`src/rtl/aim65_bus_pkg.sv`:
```
// ============================================================================
//  Module      : aim65_bus_pkg
//  Description : Shared types and constants for the AIM-65 bus decoder:
//                wait-state FSM state encoding, region index width and the
//                default AIM-65 memory map (base / mask / wait states /
//                read-only flags), laid out as flat vectors that can feed the
//                decoder's region_* ports directly.
//  Revision    : 1.0 - initial release
// ============================================================================
`default_nettype none

package aim65_bus_pkg;

    typedef enum logic [1:0] {
        BUS_IDLE  = 2'd0,
        BUS_WAIT  = 2'd1,
        BUS_GRANT = 2'd2
    } bus_state_t;

    localparam int AIM65_NUM_REGIONS = 12;
    localparam int AIM65_ADDR_W      = 16;
    localparam int AIM65_WS_W        = 3;
    localparam int REGION_IDX_W      = $clog2(AIM65_NUM_REGIONS);

    // Region indices of the default map. Lower index wins on overlap.
    localparam int RGN_RAM_LO = 0;   // 0000-3FFF
    localparam int RGN_RAM_HI = 1;   // 4000-7FFF
    localparam int RGN_VIDEO  = 2;   // 9000-9FFF
    localparam int RGN_Z22    = 3;   // F000-FFFF ROM
    localparam int RGN_Z23    = 4;   // E000-EFFF ROM
    localparam int RGN_Z24    = 5;   // D000-DFFF ROM
    localparam int RGN_Z25    = 6;   // C000-CFFF ROM
    localparam int RGN_Z26    = 7;   // B000-BFFF ROM
    localparam int RGN_A0     = 8;   // A000-A3FF user VIA
    localparam int RGN_A4     = 9;   // A400-A7FF RIOT
    localparam int RGN_A8     = 10;  // A800-ABFF system VIA
    localparam int RGN_AC     = 11;  // AC00-AFFF PIA

    // Flat vectors, region i at [i*W +: W] (index 0 is the rightmost field).
    localparam logic [AIM65_NUM_REGIONS*AIM65_ADDR_W-1:0] AIM65_MAP_BASE = {
        16'hAC00, 16'hA800, 16'hA400, 16'hA000,
        16'hB000, 16'hC000, 16'hD000, 16'hE000,
        16'hF000, 16'h9000, 16'h4000, 16'h0000
    };

    localparam logic [AIM65_NUM_REGIONS*AIM65_ADDR_W-1:0] AIM65_MAP_MASK = {
        16'hFC00, 16'hFC00, 16'hFC00, 16'hFC00,
        16'hF000, 16'hF000, 16'hF000, 16'hF000,
        16'hF000, 16'hF000, 16'hC000, 16'hC000
    };

    localparam logic [AIM65_NUM_REGIONS*AIM65_WS_W-1:0] AIM65_MAP_WS = '0;

    // ROM sockets Z22..Z26 are read-only.
    localparam logic [AIM65_NUM_REGIONS-1:0] AIM65_MAP_RO = 12'b0000_1111_1000;

endpackage

`default_nettype wire

```
`src/rtl/aim65_region_match.sv`:
```
// ============================================================================
//  Module      : aim65_region_match
//  Description : Base/mask window compare for NUM_REGIONS regions followed by
//                a lowest-index-wins priority encoder. Purely combinational.
//  Ports       : addr_i        - CPU address
//                region_base_i - flat base addresses, region i at [i*ADDR_W]
//                region_mask_i - flat compare masks (1 = bit compared)
//                cs_o          - one-hot (or zero) chip-select
//                hit_idx_o     - index of the winning region (0 on miss)
//                hit_o         - any region matched
//  Revision    : 1.0 - initial release
// ============================================================================
`default_nettype none

module aim65_region_match #(
    parameter int NUM_REGIONS = 12,
    parameter int ADDR_W      = 16,
    parameter int IDX_W       = 4
) (
    input  logic [ADDR_W-1:0]             addr_i,
    input  logic [NUM_REGIONS*ADDR_W-1:0] region_base_i,
    input  logic [NUM_REGIONS*ADDR_W-1:0] region_mask_i,
    output logic [NUM_REGIONS-1:0]        cs_o,
    output logic [IDX_W-1:0]              hit_idx_o,
    output logic                          hit_o
);

    logic [NUM_REGIONS-1:0] w_raw_hit;

    // XOR form is equivalent to (addr & mask) == (base & mask).
    for (genvar i = 0; i < NUM_REGIONS; i++) begin : g_cmp
        assign w_raw_hit[i] =
            ((addr_i ^ region_base_i[i*ADDR_W +: ADDR_W]) &
              region_mask_i[i*ADDR_W +: ADDR_W]) == '0;
    end

    // Scan from the top down so the lowest matching index is written last.
    always_comb begin
        cs_o      = '0;
        hit_idx_o = '0;
        hit_o     = 1'b0;
        for (int i = NUM_REGIONS - 1; i >= 0; i--) begin
            if (w_raw_hit[i]) begin
                cs_o      = '0;
                cs_o[i]   = 1'b1;
                hit_idx_o = IDX_W'(i);
                hit_o     = 1'b1;
            end
        end
    end

endmodule

`default_nettype wire

```
`src/rtl/aim65_bus_decoder.sv`:
```
// ============================================================================
//  Module      : aim65_bus_decoder
//  Description : AIM-65 CPU bus address decoder. Drives one-hot chip-selects
//                from NUM_REGIONS base/mask windows, stretches RDY by a
//                per-region wait-state count, gates write strobes (never into
//                read-only regions) and registers the read-data select so
//                cpu_din follows the 6502 one-cycle read latency.
//  Ports       : cpu_clk, reset (sync, active-high)
//                addr, rw (1 = read)           - CPU bus
//                region_base/mask/ws/ro         - quasi-static region table
//                dev_do                         - per-region read data
//                cs, we                         - per-region select / strobe
//                rdy, cpu_din                   - to CPU RDY / DI
//                ro_violation                   - pulse after a ROM write
//  Options     : AIM65_BUS_FAULT_EN adds fault_valid / fault_addr / fault_clr,
//                a sticky latch of the first unmapped access or ROM write.
//  Revision    : 1.0 - initial release
// ============================================================================
`default_nettype none

module aim65_bus_decoder
    import aim65_bus_pkg::*;
#(
    parameter int                NUM_REGIONS   = 12,
    parameter int                ADDR_W        = 16,
    parameter int                DATA_W        = 8,
    parameter int                WS_W          = 3,
    parameter logic [DATA_W-1:0] UNMAPPED_DATA = 8'hFF
) (
    input  logic                          cpu_clk,
    input  logic                          reset,
    input  logic [ADDR_W-1:0]             addr,
    input  logic                          rw,
    input  logic [NUM_REGIONS*ADDR_W-1:0] region_base,
    input  logic [NUM_REGIONS*ADDR_W-1:0] region_mask,
    input  logic [NUM_REGIONS*WS_W-1:0]   region_ws,
    input  logic [NUM_REGIONS-1:0]        region_ro,
    input  logic [NUM_REGIONS*DATA_W-1:0] dev_do,
`ifdef AIM65_BUS_FAULT_EN
    output logic                          fault_valid,
    output logic [ADDR_W-1:0]             fault_addr,
    input  logic                          fault_clr,
`endif
    output logic [NUM_REGIONS-1:0]        cs,
    output logic [NUM_REGIONS-1:0]        we,
    output logic                          rdy,
    output logic [DATA_W-1:0]             cpu_din,
    output logic                          ro_violation
);

    localparam int IDX_W = (NUM_REGIONS > 1) ? $clog2(NUM_REGIONS) : 1;

    // ------------------------------------------------------------------
    // Address decode
    // ------------------------------------------------------------------
    logic [NUM_REGIONS-1:0] w_cs;
    logic [IDX_W-1:0]       w_hit_idx;
    logic                   w_hit;

    aim65_region_match #(
        .NUM_REGIONS (NUM_REGIONS),
        .ADDR_W      (ADDR_W),
        .IDX_W       (IDX_W)
    ) u_match (
        .addr_i        (addr),
        .region_base_i (region_base),
        .region_mask_i (region_mask),
        .cs_o          (w_cs),
        .hit_idx_o     (w_hit_idx),
        .hit_o         (w_hit)
    );

    logic [WS_W-1:0]   w_ws  [NUM_REGIONS];
    logic [DATA_W-1:0] w_dev [NUM_REGIONS];

    for (genvar i = 0; i < NUM_REGIONS; i++) begin : g_unpack
        assign w_ws[i]  = region_ws[i*WS_W +: WS_W];
        assign w_dev[i] = dev_do[i*DATA_W +: DATA_W];
    end

    logic [WS_W-1:0] w_hit_ws;
    assign w_hit_ws = w_hit ? w_ws[w_hit_idx] : '0;

    // ------------------------------------------------------------------
    // Wait-state FSM
    // ------------------------------------------------------------------
    bus_state_t       state_q, state_d;
    logic [WS_W-1:0]  cnt_q, cnt_d;
    logic             sel_valid_q;
    logic [IDX_W-1:0] sel_idx_q;
    logic             ro_violation_q;
    logic             w_rdy;
    logic             w_write_ro;

    // rdy must drop in the same cycle the address appears, so it is decoded
    // combinationally from the current state and the live hit.
    always_comb begin
        state_d = state_q;
        cnt_d   = cnt_q;
        w_rdy   = 1'b1;
        case (state_q)
            BUS_IDLE: begin
                if (w_hit_ws != '0) begin
                    w_rdy   = 1'b0;
                    cnt_d   = w_hit_ws - WS_W'(1);
                    state_d = (w_hit_ws == WS_W'(1)) ? BUS_GRANT : BUS_WAIT;
                end
            end
            BUS_WAIT: begin
                // Only cnt_q is consulted here: a region_ws change mid-stall
                // does not disturb the access in flight.
                w_rdy = 1'b0;
                cnt_d = cnt_q - WS_W'(1);
                if (cnt_q == WS_W'(1)) begin
                    state_d = BUS_GRANT;
                end
            end
            BUS_GRANT: begin
                // Always back to IDLE so a repeat access to the same region
                // pays its wait states again.
                w_rdy   = 1'b1;
                state_d = BUS_IDLE;
            end
            default: begin
                state_d = BUS_IDLE;
            end
        endcase
        if (reset) begin
            w_rdy = 1'b1;
        end
    end

    assign w_write_ro = ~reset & w_rdy & ~rw & (|(w_cs & region_ro));

    always_ff @(posedge cpu_clk) begin
        if (reset) begin
            state_q        <= BUS_IDLE;
            cnt_q          <= '0;
            sel_valid_q    <= 1'b0;
            sel_idx_q      <= '0;
            ro_violation_q <= 1'b0;
        end else begin
            state_q        <= state_d;
            cnt_q          <= cnt_d;
            ro_violation_q <= w_write_ro;
            // Capture only on the completing cycle; hold during the stall.
            if (w_rdy) begin
                sel_valid_q <= w_hit;
                sel_idx_q   <= w_hit_idx;
            end
        end
    end

    // ------------------------------------------------------------------
    // Outputs
    // ------------------------------------------------------------------
    assign cs           = w_cs;
    assign we           = w_cs & ~region_ro & {NUM_REGIONS{~rw & w_rdy & ~reset}};
    assign rdy          = w_rdy;
    assign cpu_din      = sel_valid_q ? w_dev[sel_idx_q] : UNMAPPED_DATA;
    assign ro_violation = ro_violation_q;

`ifdef AIM65_BUS_FAULT_EN
    // ------------------------------------------------------------------
    // Sticky fault latch: first unmapped access or ROM write wins until
    // cleared; a fault coincident with the clear is latched.
    // ------------------------------------------------------------------
    logic              fault_valid_q;
    logic [ADDR_W-1:0] fault_addr_q;
    logic              w_fault;

    assign w_fault = w_rdy & (~w_hit | w_write_ro);

    always_ff @(posedge cpu_clk) begin
        if (reset) begin
            fault_valid_q <= 1'b0;
            fault_addr_q  <= '0;
        end else if (w_fault && (fault_clr || !fault_valid_q)) begin
            fault_valid_q <= 1'b1;
            fault_addr_q  <= addr;
        end else if (fault_clr) begin
            fault_valid_q <= 1'b0;
        end
    end

    assign fault_valid = fault_valid_q;
    assign fault_addr  = fault_addr_q;
`endif

endmodule

`default_nettype wire

```
`config.mk`:
```
export PLATFORM = sky130hd
export DESIGN_NAME = aim65_bus_decoder
export DESIGN_NICKNAME = d
export VERILOG_FILES = /design/src/rtl/aim65_bus_pkg.sv /design/src/rtl/aim65_region_match.sv /design/src/rtl/aim65_bus_decoder.sv
export SDC_FILE = /design/constraint.sdc
export NUM_CORES = 1
export LEC_CHECK = 0
export BUFFER_PORTS_ARGS = -buffer_cell sky130_fd_sc_hd__buf_2
export CAP_MARGIN = 40
export CORE_AREA = 2 2 226 228
export CTS_CLUSTER_SIZE = 10
export DETAILED_ROUTE_END_ITERATION = 16
export DIE_AREA = 0 0 228 230
export GPL_TIMING_DRIVEN = 0
export HOLD_SLACK_MARGIN = 0.05
export PLACE_DENSITY = 0.31
export SYNTH_ARGS = -nofsm -noshare
export SYNTH_HDL_FRONTEND = slang
export SYNTH_SLANG_ARGS = --single-unit
```
`constraint.sdc`:
```
create_clock -name cpu_clk -period 5.1 [get_ports cpu_clk]
set_clock_uncertainty 0.15 [all_clocks]
set_input_delay 0.51 -clock cpu_clk [delete_from_list [all_inputs] [get_ports cpu_clk]]
set_output_delay 0.51 -clock cpu_clk [all_outputs]
set_load 0.01 [all_outputs]
```
# Yosys cells after proc, flatten, opt, wreduce, memory -nomap -nowiden
# Cells that the tools add are included.
classes:
  n_reduce_logical: 18
  n_lt_le_gt_ge: 2
  muxes: 53
  eq_ne: 5
  bitwise_logic: 37
  addsub: 2
op_table:
  columns: ["operator", "n"]
  rows:
  - ["16-bit bitwise AND", 12]
  - ["16-bit logical NOT", 12]
  - ["16-bit bitwise XOR", 12]
  - ["12-bit 2-to-1 mux", 12]
  - ["4-bit 2-to-1 mux", 12]
  - ["12-bit bitwise AND", 3]
  - ["8-bit binary-select mux with 4-bit select", 1]
  - ["8-bit 2-to-1 mux", 3]
  - ["1-bit 2-to-1 mux", 14]
  - ["3-bit binary-select mux with 4-bit select", 1]
  - ["3-bit 2-to-1 mux", 4]
  - ["12-bit inverter", 1]
  - ["12-bit OR reduction", 1]
  - ["5-bit greater-or-equal comparator, second input constant", 2]
  - ["4-bit inverter with 5-bit output", 2]
  - ["3-bit by 1-bit == test with 1-bit output, second input constant", 2]
  - ["2-bit 2-to-1 mux", 3]
  - ["3-bit one-hot mux with 2 select lines", 1]
  - ["3-bit by 1-bit subtractor with 3-bit output, second input constant", 2]
  - ["1-bit bitwise AND", 5]
  - ["2-bit != test, second input constant", 2]
  - ["2-bit one-hot mux with 2 select lines", 1]
  - ["2-bit AND reduction", 2]
  - ["3-bit nonzero test", 1]
  - ["5 further kinds", 6]
totals:
  reg_bits: 11
  elab_cells: 122

# Depth between registers and ports, before layout
logic_depth:
  depth_word: 27
  mapped_depth: 21
  depth_no_buf: 19

# Modules after synthesis
# Synthesis repeated with hierarchy kept, for this count alone.
hier_totals:
  hier_cells: 545
  area_unflattened_um2: 4933.5
modules_own_cells:
  columns: ["module", "seq_area_each_um2", "instances", "area_per_inst_um2", "cells_each"]
  rows:
  - ["aim65_region_match", 0.0, 1, 3046.7, 375]
  - ["aim65_bus_decoder", 220.2, 1, 1886.8, 170]

# Worst setup path before layout
# OpenSTA, ideal clock, no wires.
synth_path:
  path_type: "input -> output"
  from: "input port addr[7]"
  to: "output port we[0]"
  path_stages: 19
  setup_slack_ns: 0.251
  arrival_time_ns: 4.189
  path_buffers: 3
  t_required_ns: 4.440
  path_cell_list: "buf_6 > xor2_1 > a22oi_2 > nand4_4 > nor2_4 > nor2_2 > a221oi_4 > buf_6 > mux4_2 > nor2_1 > nor3_1 > a21oi_1 > ha_1 > ha_1 > nor2b_1 > nor2_1 > or3_1 > clkbuf_1 > nor4_1"
synth_between:
  elab_chain_cells: 27
  word_cells_on_any_way: 84
  cone_classes: "42 x mux; 29 x bitwise; 13 x reduce/logical"
synth_rtl:
  columns: ["item", "line", "text"]
  rows:
  - ["start: declaration", "aim65_bus_decoder.sv:32", "input logic [ADDR_W-1:0] addr,"]
  - ["16-bit bitwise XOR", "aim65_region_match.sv:33", "((addr_i ^ region_base_i[i*ADDR_W +: ADDR_W]) &"]
  - ["16-bit bitwise AND", "aim65_region_match.sv:33", null]
  - ["16-bit logical NOT", "aim65_region_match.sv:33", null]
  - ["4-bit 2-to-1 mux (12 in a row)", "aim65_region_match.sv:43", "if (w_raw_hit[i]) begin"]
  - ["4-bit inverter with 5-bit output (implied by the code)", "aim65_bus_decoder.sv:82", "assign w_hit_ws = w_hit ? w_ws[w_hit_idx] : '0;"]
  - ["3-bit binary-select mux with 4-bit select", "aim65_bus_decoder.sv:82", null]
  - ["3-bit 2-to-1 mux (implied by the code) (2 in a row)", "aim65_bus_decoder.sv:82", null]
  - ["3-bit 2-to-1 mux", "aim65_bus_decoder.sv:82", null]
  - ["3-bit nonzero test", "aim65_bus_decoder.sv:103", "if (w_hit_ws != '0) begin"]
  - ["1-bit 2-to-1 mux", "aim65_bus_decoder.sv:103", null]
  - ["1-bit one-hot mux with 2 select lines", "aim65_bus_decoder.sv:101", "case (state_q)"]
  - ["1-bit 2-to-1 mux", "aim65_bus_decoder.sv:128", "if (reset) begin"]
  - ["1-bit bitwise AND (2 in a row)", "aim65_bus_decoder.sv:158", "assign we = w_cs & ~region_ro & {NUM_REGIONS{~rw & w_rdy & ~reset}};"]
  - ["12-bit bitwise AND (*)", "aim65_bus_decoder.sv:158", null]
  - ["end: declaration", "aim65_bus_decoder.sv:45", "output logic [NUM_REGIONS-1:0] we,"]
# Every way passes the cells marked *; elsewhere a longest branch is shown, timed or not. The select of a mux whose other input is x is not followed.

# Worst setup path after layout
layout_path:
  from: "input port addr[3]"
  to: "output port we[7]"
# The elaborated chain is that of the path after synthesis.

==> flow_metrics.tcl <==
set metrics [dict create \
    status "finished with violations" \
    violations "setup timing" \
    crit_buf_inv 8 \
    synth_top_area_frac 0.3353 \
    cts_tree "done" \
    synth_edf_count 0 \
    async_reset_ff_frac 0 \
    yosys.area.top_type "xor2_1" \
    row_count 82 \
    crit_type "input pin to output port" \
    dr.first_iter.drc_count 278 \
    grt_pass1_vias 8359 \
    p_comb_frac 0.788 \
    firstDrtPassIters 5 \
    start_util 0.1006 \
    ys_warn_count 0 \
    power_uw 1266 \
    htreeDepth 1 \
    max_freq_mhz 180.3 \
    crit_path_start_kind "input pin" \
    fin_hold_ws_ns 0.3321 \
    io_buffers 580 \
    cpPeakStageDelay_ns 0.40 \
    cts_buffers 3 \
    worst_slew_pin_slew_ns 0.7731 \
    p_leak_uw 0.004855 \
    internal_power_uw 714.4 \
    grtUsageTotal 0.1680 \
    cp.required_ns 4.44 \
    fin_ws_ns -0.4462 \
    slew_violations 0 \
    synth_area_mm2 0.005015 \
    cap_violations 0 \
    via_per_inst 3.933 \
    die_w_um 228 \
    wl_per_cell_um 23.67 \
    ys.flop_type "dfxtp_1" \
    clockBufferDepth 2 \
    grt_max_degree 11 \
    fin_util 0.2064 \
    die_h_um 230 \
    fillCellCount 5772 \
    io_pins 581 \
    synthTopCellsByArea "xor2_1, a22oi_1, mux4_2" \
    vdd_ir_drop_max_uv 93.60 \
    yosysSeqAreaShare 0.04391 \
    clkTransAtPathRegs_ns 0.04 \
    overflow 0 \
    swShare 0.4358 \
    finalCritPeriodShare 1.087 \
    syn_nets 1122 \
    synthMostInstantiatedCell "xor2_1" \
    power_density_mw_per_mm2 123.0 \
    synth_common_cells "xor2_1, a22oi_1, mux4_2" \
    hold_class "flip-flop to flip-flop" \
    root_buffer "clkbuf_16" \
    gp_congestion 0.8974 \
    cp_slowest_cell "or3_4" \
    fin_crit_ns 5.546 \
    hold_viol 0 \
    setup_viol 13 \
    cts_num_sinks 11 \
    antenna_found_initial 36 \
    core-area_mm2 0.04986 \
    critPathMostFrequentCell "buf_6" \
    drtAntennaViolNets 0 \
    routed_wl_mm 45.40 \
    synth.avg_cell_area_um2 8.798 \
    end_kind "output port" \
    via_count 7543 \
    dp_hpwl_mm 39.33 \
    synthToLayoutAreaGrowth_pct 105.2 \
    arrival_ns 4.89 \
    grt_pass1_wl_mm 61.99 \
    seq_power_share 0.095 \
    relSlewSlack 0.4846 \
    critPathTopFamily "simple AND/OR/NAND/NOR gates" \
    drc 0 \
    nets 1785 \
    drive_gt1_frac 0.6477 \
    ys_ff_latch 11 \
    synthCells 570 \
    grt_setup_unrepaired "yes" \
    clock_latency_ns 0.24 \
    cp_max_fo 6 \
    switchingPower_uw 551.8 \
    dieArea_mm2 0.05244 \
    power.share.clock 0.117 \
    ctsHoldBuffers 0 \
    synth.distinct_cells 59 \
]
## cell families (layout without fill, tap and decap cells)
family,Yosys count,after routing,share of synthesized area
other,0,14,0
AO/OA/AOI/OAI,146,146,0.2268
multiplexers,52,52,0.1727
adder cells (fa/ha/maj),5,5,0.01248
buffers and inverters,38,700,0.05564
XOR/XNOR,192,192,0.3353
flip-flops,11,11,0.04391
AND/OR/NAND/NOR,126,126,0.1532
## cell usage in the layout, fill, tap and decap left out, types with 17 or more instances in the layout
cell and n:
buf_2 567, xor2_1 184, a22oi_1 80, buf_4 61
mux4_2 26, nand4_1 23, nand2_1 21, buf_12 20
buf_6 20, a22oi_2 18, mux2i_1 17
## area by class of cell
class                           instances  area, µm²  share of cell area
Antenna cell                           14      35.03            0.003404
Buffer                                 29      369.1             0.03586
Clock buffer                            4      78.83            0.007659
Inverter                                8      30.03            0.002918
Multi-Input combinational cell        521       4947              0.4807
Sequential cell                        11      220.2             0.02140
Tap cell                              672      840.8             0.08169
Timing Repair Buffer                  659       3771              0.3664
## sequential cells by signal, indices dropped and copies added (netlist names)
| name | cells |
|---|---|
| sel_valid_q | 1 |
| state_q | 2 |
| sel_idx_q | 4 |
| ro_violation | 1 |
| cnt_q | 3 |
## path summary, 6_finish.rpt
kind	depth (start not counted)	slack (ns)	to	from
worst max-delay path	25	-0.45	we[7]	addr[3]
worst min-delay path	2	0.33	cnt_q[2]	cnt_q[2]
worst max register to register	7	3.16	cnt_q[2]	state_q[0]
worst min register to register	2	0.33	cnt_q[2]	cnt_q[2]
## stage by stage
stage / cell area, µm² / cells / setup TNS [ns] / setup WS, ns
final: 10290 / 1918 / -5.062 / -0.4462
after global routing: 10280 / 1913 / -8.413 / -0.6757
after CTS: 10100 / 1899 / -6.552 / -0.5582
after detailed placement: 8796 / 1825 / -27.00 / -1.749
after global placement: 8758 / 1822 / -26.73 / -1.716
after floorplan: 5015 / 570 / 0 / 0.2511
## what timing repair did
action                                  in CTS  in global routing
cloned                                       3                  0
endpoints found under the setup margin      23                 16
pin swaps                                   59                 22
resized for setup                          126                 22
buffers inserted                            67                  6
## worst reg2reg max path, cell delays in order (launching register included)
cell and delay (ns):
dfxtp_1 0.47, nor2b_4 0.08, buf_4 0.14, nor3_2 0.40, inv_1 0.24, nor3_1 0.23
o21ai_0 0.09, o21ai_0 0.08
## per-layer routing
metal,share of wire,routed length (µm),vias up,track usage
met5,0.00055,25,-,0
met4,0.029,1296,4,0.05842
met3,0.064,2907,70,0.03497
met2,0.51,23250,450,0.3114
met1,0.39,17930,3508,0.1895
li1,-,-,3511,-
## power by group through the flow
stage | registers, µW | clock network [µW] | logic (µW)
after floorplan | 117 | 0 | 416
after global placement | 119 | 0 | 841
after detailed placement | 120 | 0 | 848
after CTS | 120 | 154 | 1010
after global routing | 122 | 159 | 1100
final | 120 | 148 | 998
No activity file was read; power rests on OpenSTA's default activity.
